--- config.mk ---
export PLATFORM = sky130hd
export DESIGN_NAME = hazard_scoreboard
export DESIGN_NICKNAME = d
export VERILOG_FILES = /design/src/rtl/hazard_scoreboard.sv
export SDC_FILE = /design/constraint.sdc
export NUM_CORES = 1
export LEC_CHECK = 0
export BUFFER_PORTS_ARGS = -buffer_cell sky130_fd_sc_hd__buf_4
export CAP_MARGIN = 20
export CORE_MARGIN = 10
export CORE_UTILIZATION = 43
export CTS_BUF_LIST = sky130_fd_sc_hd__clkbuf_4 sky130_fd_sc_hd__clkbuf_8 sky130_fd_sc_hd__clkbuf_16
export DETAILED_ROUTE_END_ITERATION = 10
export HOLD_SLACK_MARGIN = 0.12
export PLACE_DENSITY = 0.65
export SLEW_MARGIN = 20
export SYNTH_ARGS = -nofsm -noshare
export SYNTH_HDL_FRONTEND = slang
export SYNTH_SLANG_ARGS = --single-unit
--- constraint.sdc ---
create_clock -name clk -period 2.5 [get_ports clk]
set_clock_uncertainty 0.2 [all_clocks]
set_input_delay 0.5 -clock clk [delete_from_list [all_inputs] [get_ports clk]]
set_output_delay 0.5 -clock clk [all_outputs]
set_load 0.005 [all_outputs]
--- src/rtl/hazard_scoreboard.sv ---
// Hazard unit for the 5-stage MIPS core: tracks E/M/W writers and produces the
// stall request, the D/E/M forwarding selects and a saturating stall counter.
module hazard_scoreboard #(
   parameter int unsigned CNT_W = 32
) (
   input  logic             clk,
   input  logic             reset,
   input  logic [4:0]       D_A1,
   input  logic [4:0]       D_A2,
   input  logic             D_A1use,
   input  logic             D_A2use,
   input  logic [3:0]       D_rs_Tuse,
   input  logic [3:0]       D_rt_Tuse,
   input  logic [3:0]       D_Tnew,
   input  logic             D_Reg_Write,
   input  logic [4:0]       D_Wr_Addr,
   output logic             stall,
   output logic [1:0]       fwd_D_rs,
   output logic [1:0]       fwd_D_rt,
   output logic [1:0]       fwd_E_rs,
   output logic [1:0]       fwd_E_rt,
   output logic             fwd_M_rt,
   output logic [CNT_W-1:0] stall_cnt
);

   logic       e_wr_q, m_wr_q, w_wr_q;
   logic [4:0] e_a3_q, m_a3_q, w_a3_q;
   logic [3:0] e_tnew_q, m_tnew_q, w_tnew_q;
   logic [4:0] e_a1_q, e_a2_q, m_a2_q;

   logic e_live, m_live, w_live;
   logic stall_rs, stall_rt;

   function automatic logic [3:0] sat(input logic [3:0] x);
      return (x != 4'd0) ? x - 4'd1 : 4'd0;
   endfunction

   assign e_live = e_wr_q & (e_a3_q != 5'd0);
   assign m_live = m_wr_q & (m_a3_q != 5'd0);
   assign w_live = w_wr_q & (w_a3_q != 5'd0);

   // W never stalls: its remaining latency is always zero.
   always_comb begin
      stall_rs = D_A1use & (D_A1 != 5'd0) &
                 ((e_live & (e_a3_q == D_A1) & (e_tnew_q > D_rs_Tuse)) |
                  (m_live & (m_a3_q == D_A1) & (m_tnew_q > D_rs_Tuse)));
      stall_rt = D_A2use & (D_A2 != 5'd0) &
                 ((e_live & (e_a3_q == D_A2) & (e_tnew_q > D_rt_Tuse)) |
                  (m_live & (m_a3_q == D_A2) & (m_tnew_q > D_rt_Tuse)));
      stall    = stall_rs | stall_rt;
   end

   // A source forwards only once its result exists (tnew == 0).
   always_comb begin
      fwd_D_rs = 2'd0;
      fwd_D_rt = 2'd0;
      fwd_E_rs = 2'd0;
      fwd_E_rt = 2'd0;
      fwd_M_rt = 1'b0;

      if (e_live && e_a3_q == D_A1 && e_tnew_q == 4'd0)      fwd_D_rs = 2'd1;
      else if (m_live && m_a3_q == D_A1 && m_tnew_q == 4'd0) fwd_D_rs = 2'd2;

      if (e_live && e_a3_q == D_A2 && e_tnew_q == 4'd0)      fwd_D_rt = 2'd1;
      else if (m_live && m_a3_q == D_A2 && m_tnew_q == 4'd0) fwd_D_rt = 2'd2;

      if (m_live && m_a3_q == e_a1_q && m_tnew_q == 4'd0)      fwd_E_rs = 2'd1;
      else if (w_live && w_a3_q == e_a1_q && w_tnew_q == 4'd0) fwd_E_rs = 2'd2;

      if (m_live && m_a3_q == e_a2_q && m_tnew_q == 4'd0)      fwd_E_rt = 2'd1;
      else if (w_live && w_a3_q == e_a2_q && w_tnew_q == 4'd0) fwd_E_rt = 2'd2;

      if (w_live && w_a3_q == m_a2_q && w_tnew_q == 4'd0) fwd_M_rt = 1'b1;
   end

   always_ff @(posedge clk) begin
      if (reset) begin
         e_wr_q   <= 1'b0;
         e_a3_q   <= 5'd0;
         e_tnew_q <= 4'd0;
         e_a1_q   <= 5'd0;
         e_a2_q   <= 5'd0;
         m_wr_q   <= 1'b0;
         m_a3_q   <= 5'd0;
         m_tnew_q <= 4'd0;
         m_a2_q   <= 5'd0;
         w_wr_q   <= 1'b0;
         w_a3_q   <= 5'd0;
         w_tnew_q <= 4'd0;
      end else begin
         w_wr_q   <= m_wr_q;
         w_a3_q   <= m_a3_q;
         w_tnew_q <= sat(m_tnew_q);
         m_wr_q   <= e_wr_q;
         m_a3_q   <= e_a3_q;
         m_tnew_q <= sat(e_tnew_q);
         m_a2_q   <= e_a2_q;
         if (stall) begin
            e_wr_q   <= 1'b0;
            e_a3_q   <= 5'd0;
            e_tnew_q <= 4'd0;
            e_a1_q   <= 5'd0;
            e_a2_q   <= 5'd0;
         end else begin
            e_wr_q   <= D_Reg_Write;
            e_a3_q   <= D_Wr_Addr;
            e_tnew_q <= sat(D_Tnew);
            e_a1_q   <= D_A1;
            e_a2_q   <= D_A2;
         end
      end
   end

   always_ff @(posedge clk) begin
      if (reset) begin
         stall_cnt <= '0;
      end else if (stall && stall_cnt != {CNT_W{1'b1}}) begin
         stall_cnt <= stall_cnt + CNT_W'(1);
      end
   end

endmodule

* After elaboration in Yosys (flattened, before gate mapping)
Cells that the tools add are included.
Word-level totals: register bits 77, input bits 32, output and inout port bits 42, logic and storage cells 95
Cells by class: $add $sub $neg 4, $lt $le $gt $ge 4, eq/ne operators 10, mux-type cells 9, bitwise operators 21, reductions and logical operators 34
Operators by type and width (count):
- $eq 5x5->1 | 9
- $add 32x1->32 const B | 1
- $ne 32x32->1 const B | 1
- $reduce_bool 5->1 | 5
- $logic_and 1x1->1 | 19
- $gt 4x4->1 | 4
- $mux 2 | 8
- $and 1x1->1 | 15
- $logic_not 4->1 | 3
- $reduce_bool 4->1 | 3
- $sub 4x1->4 const B | 3
- $reduce_or 2->1 | 3
- $not 1->1 | 3
- $or 1x1->1 | 3
- $reduce_or 3->1 | 1
- $mux 1 | 1

* Logic depth before layout (Yosys ltp)
word-level depth 8, mapped depth 11, mapped depth without buffers 10

* Worst setup path after synthesis
Ideal clock, no wire load.
path kind input to register, from input port D_rs_Tuse[1], to register stall_cnt[25], setup time 0.059 ns, data arrival time 2.309 ns, data required time 2.241 ns, slack -0.068 ns, cell stages on the path 11, path buffers 1, cells stage by stage inv_1 > ha_1 > nor2b_1 > o211ai_1 > a21oi_1 > a22oi_2 > o22ai_4 > nand3_4 > buf_4 > or4_1 > nand2_1
On the way: cells in the longest elaborated chain, start to end 6, elaborated cells between the ends (all ways) 8, classes of those cells order compare (2); bitwise (5); reduce/logical (1)
RTL lines:
- from (decl) | RTL line 12 | input logic [3:0] D_rs_Tuse,
- $gt 4x4->1, on equally long branches | RTL line 45, 46
- $and 1x1->1, on equally long branches | RTL line 45, 46
- $or 1x1->1 (*) | RTL line 45 | ((e_live & (e_a3_q == D_A1) & (e_tnew_q > D_rs_Tuse)) |
- $and 1x1->1 (*) | RTL line 44 | stall_rs = D_A1use & (D_A1 != 5'd0) &
- $or 1x1->1 (*) | RTL line 50 | stall = stall_rs | stall_rt;
- $logic_and 1x1->1 (*) | RTL line 117 | end else if (stall && stall_cnt != {CNT_W{1'b1}}) begin
- to (signal assigned) | RTL line 118 | stall_cnt <= stall_cnt + CNT_W'(1);
- to (decl) | RTL line 23 | output logic [CNT_W-1:0] stall_cnt
Every way passes the cells marked *; elsewhere a longest branch is shown, timed or not. A chain may end at the register's enable or synchronous reset.

* Final worst setup path
from register m_a3_q[3], to output port stall
On the way: cells in the longest elaborated chain, start to end 7, elaborated cells between the ends (all ways) 13, classes of those cells eq/ne (2); bitwise (10); reduce/logical (1)
RTL lines:
- from (decl) | RTL line 27 | logic [4:0] e_a3_q, m_a3_q, w_a3_q;
- from (signal assigned) | RTL line 95 | m_a3_q <= e_a3_q;
- $reduce_bool 5->1 | RTL line 39 | assign m_live = m_wr_q & (m_a3_q != 5'd0);
- $and 1x1->1 | RTL line 39
- $and 1x1->1, on equally long branches (2 in a row) | RTL line 46, 49
- $or 1x1->1, on equally long branches | RTL line 45, 48
- $and 1x1->1, on equally long branches | RTL line 44, 47
- $or 1x1->1 (*) | RTL line 50
- to (decl) | RTL line 17 | output logic stall,
Marked as above.

==> run_summary.xml <==
<?xml version="1.0" encoding="UTF-8"?>
<metrics>
  <group name="logic_synthesis">
    <metric name="synth_top_cells_by_area" unit="">sky130_fd_sc_hd__dfxtp_1 (38%), sky130_fd_sc_hd__xor2_1 (8.7%), sky130_fd_sc_hd__ha_1 (6.8%)</metric>
    <metric name="average_cell_area_after_synthesis" unit="um2">9.010</metric>
    <metric name="synthArstFlopShare" unit="%">0</metric>
    <metric name="ys_seq_elements" unit="">77</metric>
    <metric name="synth_largest_type_area_fraction" unit="%">38.19</metric>
    <metric name="yosys_warn_count" unit="">0</metric>
    <metric name="seq_area_frac_synth" unit="%">38.19</metric>
    <metric name="postSynthCellCount" unit="">448</metric>
    <metric name="synth_edf_count" unit="">0</metric>
    <metric name="synth_top_cell_by_area" unit="">sky130_fd_sc_hd__dfxtp_1</metric>
    <metric name="synth_ff_type" unit="">sky130_fd_sc_hd__dfxtp_1</metric>
    <metric name="netlist_area" unit="um2">4036</metric>
    <metric name="count_of_different_cell_masters_after_synthesis" unit="">45</metric>
    <metric name="synthesis.nets" unit="">502</metric>
  </group>
  <group name="timing">
    <metric name="final_hold_fails" unit="">0</metric>
    <metric name="unrepaired_setup_endpoints_after_global_routing" unit="">yes</metric>
    <metric name="fin_worst_hold_slack" unit="ps">143.2</metric>
    <metric name="post-route-period-util" unit="%">111.4</metric>
    <metric name="final-setup-viol-count" unit="">48</metric>
    <metric name="period_needed" unit="ps">2786</metric>
    <metric name="timing.max_slew.rel_slack" unit="%">61.12</metric>
    <metric name="slew_violations" unit="">0</metric>
    <metric name="final_critical_path_setup_slack" unit="ps">-285.6</metric>
    <metric name="max_freq" unit="MHz">359.0</metric>
    <metric name="worstMarginPinSlew" unit="ps">583.2</metric>
  </group>
  <group name="cts">
    <metric name="clock_latency" unit="ps">350</metric>
    <metric name="cts_htree_levels" unit="">3</metric>
    <metric name="clockRootBuffer" unit="">sky130_fd_sc_hd__clkbuf_8</metric>
    <metric name="sink_count_of_the_clock_tree" unit="">77</metric>
    <metric name="cts_tree" unit="">built</metric>
    <metric name="clk_pin_slew_worst_paths" unit="ps">80</metric>
    <metric name="maximum_number_of_buffers_from_clock_root_to_sink" unit="">2</metric>
    <metric name="cts-buffers-inserted" unit="">9</metric>
  </group>
  <group name="worst_setup_path">
    <metric name="worstSetupStartpointType" unit="">flip-flop</metric>
    <metric name="crit_arrival" unit="ps">2090</metric>
    <metric name="critPathMaxFanout" unit="">3</metric>
    <metric name="path_class" unit="">reg -&gt; out</metric>
    <metric name="cp-end-kind" unit="">output pin</metric>
    <metric name="crit_required" unit="ps">1800</metric>
  </group>
  <group name="floorplan">
    <metric name="die_area" unit="um2">13660</metric>
    <metric name="start_util" unit="%">43.89</metric>
    <metric name="number_of_placement_rows" unit="">35</metric>
    <metric name="io_pins" unit="">74</metric>
    <metric name="die_width" unit="um">116.9</metric>
    <metric name="die_height" unit="um">116.9</metric>
    <metric name="core_area" unit="um2">9196</metric>
  </group>
  <group name="layout">
    <metric name="finish.instance_area" unit="um2">5917</metric>
    <metric name="instances_no_fill" unit="">706</metric>
    <metric name="seq_area" unit="um2">1563</metric>
    <metric name="drive_gt1_share" unit="%">41.85</metric>
    <metric name="layout_commonest_cell" unit="">sky130_fd_sc_hd__buf_4</metric>
    <metric name="layout_common_cells" unit="">sky130_fd_sc_hd__buf_4 (130), sky130_fd_sc_hd__dfxtp_1 (66), sky130_fd_sc_hd__xor2_1 (39)</metric>
    <metric name="nFillCells" unit="">764</metric>
    <metric name="final_core_utilization" unit="%">64.34</metric>
    <metric name="nNetsFinal" unit="">644</metric>
    <metric name="multi_input_comb_area" unit="um2">2738</metric>
    <metric name="n_antenna_cell" unit="">0</metric>
    <metric name="area_growth" unit="%">46.59</metric>
  </group>
  <group name="global_route">
    <metric name="grt_pass1_vias" unit="">3721</metric>
    <metric name="groute.layer.met3.usage" unit="%">4.893</metric>
    <metric name="grt_first_pass_wirelength" unit="mm">17.91</metric>
    <metric name="met1_usage" unit="%">18.57</metric>
    <metric name="grt_start_max_net_pins" unit="">55</metric>
    <metric name="antenna_found_initial" unit="">0</metric>
    <metric name="grt.overflow.total" unit="">0</metric>
    <metric name="grt_use_met2" unit="%">29.40</metric>
    <metric name="grtUsageTotal" unit="%">16.40</metric>
    <metric name="most_used_layer_global_route" unit="">met2</metric>
  </group>
  <group name="drt">
    <metric name="drt_first_iter_violations" unit="">100</metric>
    <metric name="drcViolationCount" unit="">0</metric>
    <metric name="detail_route.vias_per_cell" unit="">5.222</metric>
    <metric name="routed_wl" unit="mm">11.38</metric>
    <metric name="post_drt_wl_per_cell" unit="um">16.11</metric>
    <metric name="via_count" unit="">3687</metric>
    <metric name="drtAntennaViolNets" unit="">0</metric>
    <metric name="detailedRoute.firstPassIterationCount" unit="">4</metric>
  </group>
  <group name="placed_design">
    <metric name="pre_cts_ws" unit="ps">-358.4</metric>
    <metric name="post-dp-hpwl" unit="mm">7.986</metric>
    <metric name="port_buffers" unit="">73</metric>
    <metric name="dpl.cell_count" unit="">666</metric>
    <metric name="place_congestion" unit="">0.8119</metric>
    <metric name="postPlaceCellArea" unit="um2">5086</metric>
  </group>
  <group name="run_status">
    <metric name="outcome" unit="">finished, violations left</metric>
    <metric name="violations" unit="">negative setup slack</metric>
  </group>
  <group name="power_and_ir_drop">
    <metric name="ir_drop" unit="mV">0.2507</metric>
    <metric name="power.static_leakage" unit="nW">2.521</metric>
    <metric name="power_density_cells" unit="nW/um2">451.3</metric>
  </group>
  <group name="job">
    <metric name="cap_viol_max_count" unit="">0</metric>
  </group>
  <group name="worst_hold_path">
    <metric name="hp-class" unit="">in -&gt; reg</metric>
  </group>
</metrics>
-- layout make-up --
cell class	count	area share [%]
multi-input combinational	339	46.27
sequential	77	26.41
clock inverter	7	1.121
clock buffer	9	2.093
tap	111	2.347
timing repair buffer	148	20.47
inverter	15	1.290
-- cell families (layout without fill, tap and decap cells) --
logic type	after synthesis	after routing	synth area share, %
adders and majority gates	22	22	6.819
and+or+nand+nor	203	204	28.92
AOI/OAI and AO/OA	46	46	7.812
xor gates and xnor gates	64	64	13.89
muxes	3	3	0.8059
buffers and inverters	33	179	3.565
DFF	77	77	38.19
-- Yosys cell counts (all sizes together) (4+ instances only) --
cell type,count
or4,14
o31ai,4
clkbuf,6
o211ai,9
nand3,28
dfxtp,77
nand2b,4
a21oi,19
nor4,6
and2,19
buf,12
ha,22
nor2,31
nor3,20
or3,4
xor2,40
and3,11
inv,15
xnor2,24
o21ai,8
nand4,14
nor2b,27
nand2,19
-- power breakdown --
group          internal (mW)  switching (mW)  total [mW]  leakage (nW)
Sequential              1.27          0.0433        1.31         0.634
Clock                  0.455           0.469       0.925        0.0987
Combinational          0.231           0.202       0.433          1.79
-- flip-flops by register name (all words and copies together) (netlist names) --
name and flops:
m_a2_q 5, m_tnew_q 4, e_a1_q 5, w_a3_q 5, e_tnew_q 4, e_a2_q 5
m_wr_q 1, e_wr_q 1, w_tnew_q 4, w_wr_q 1, m_a3_q 5, e_a3_q 5
stall_cnt 32
-- critical path, stage by stage (launching register included) --
cell                       delay [ps]
sky130_fd_sc_hd__dfxtp_2          330
sky130_fd_sc_hd__or4_4            570
sky130_fd_sc_hd__o211ai_1         240
sky130_fd_sc_hd__a21oi_2           60
sky130_fd_sc_hd__a22oi_2          190
sky130_fd_sc_hd__o22ai_4          110
sky130_fd_sc_hd__buf_6            130
sky130_fd_sc_hd__buf_6            110
-- what timing repair did --
action | CTS | global route
setup buffers | 11 | 10
hold endpoints to repair | 1 | 0
hold buffers | 1 | 0
endpoints found under the setup margin | 24 | 59
gates resized for setup | 38 | 64
cloned | 1 | 1
pin swaps | 25 | 17
-- metal layers --
metal | vias to the layer above | wire length (um)
met5 | - | 0
met4 | 0 | 138
met3 | 14 | 631
met2 | 84 | 6079
met1 | 1748 | 4526
li1 | 1841 | -
-- worst paths after layout --
path,from,to,slack (ps),depth (start not counted)
max,m_a3_q[3]$_SDFF_PP0_,stall,-290,7
min reg2reg,e_a2_q[1]$_SDFF_PP0_,m_a2_q[1]$_SDFF_PP0_,300,1
max reg2reg,m_tnew_q[1]$_SDFF_PP0_,stall_cnt[19]$_SDFFE_PP0P_,-240,11
min,D_Reg_Write,e_wr_q$_SDFF_PP0_,140,2
-- metrics by stage --
stage / setup TNS, ps / total power [mW]
4_1_cts: -1969 / 2.647
6_report: -5154 / 2.670
3_5_place_dp: -7524 / 1.683
2_1_floorplan: -22.90 / 1.532
5_1_grt: -12030 / 2.789
3_3_place_gp: -6103 / 1.669
(Power assumes the default switching activity.)
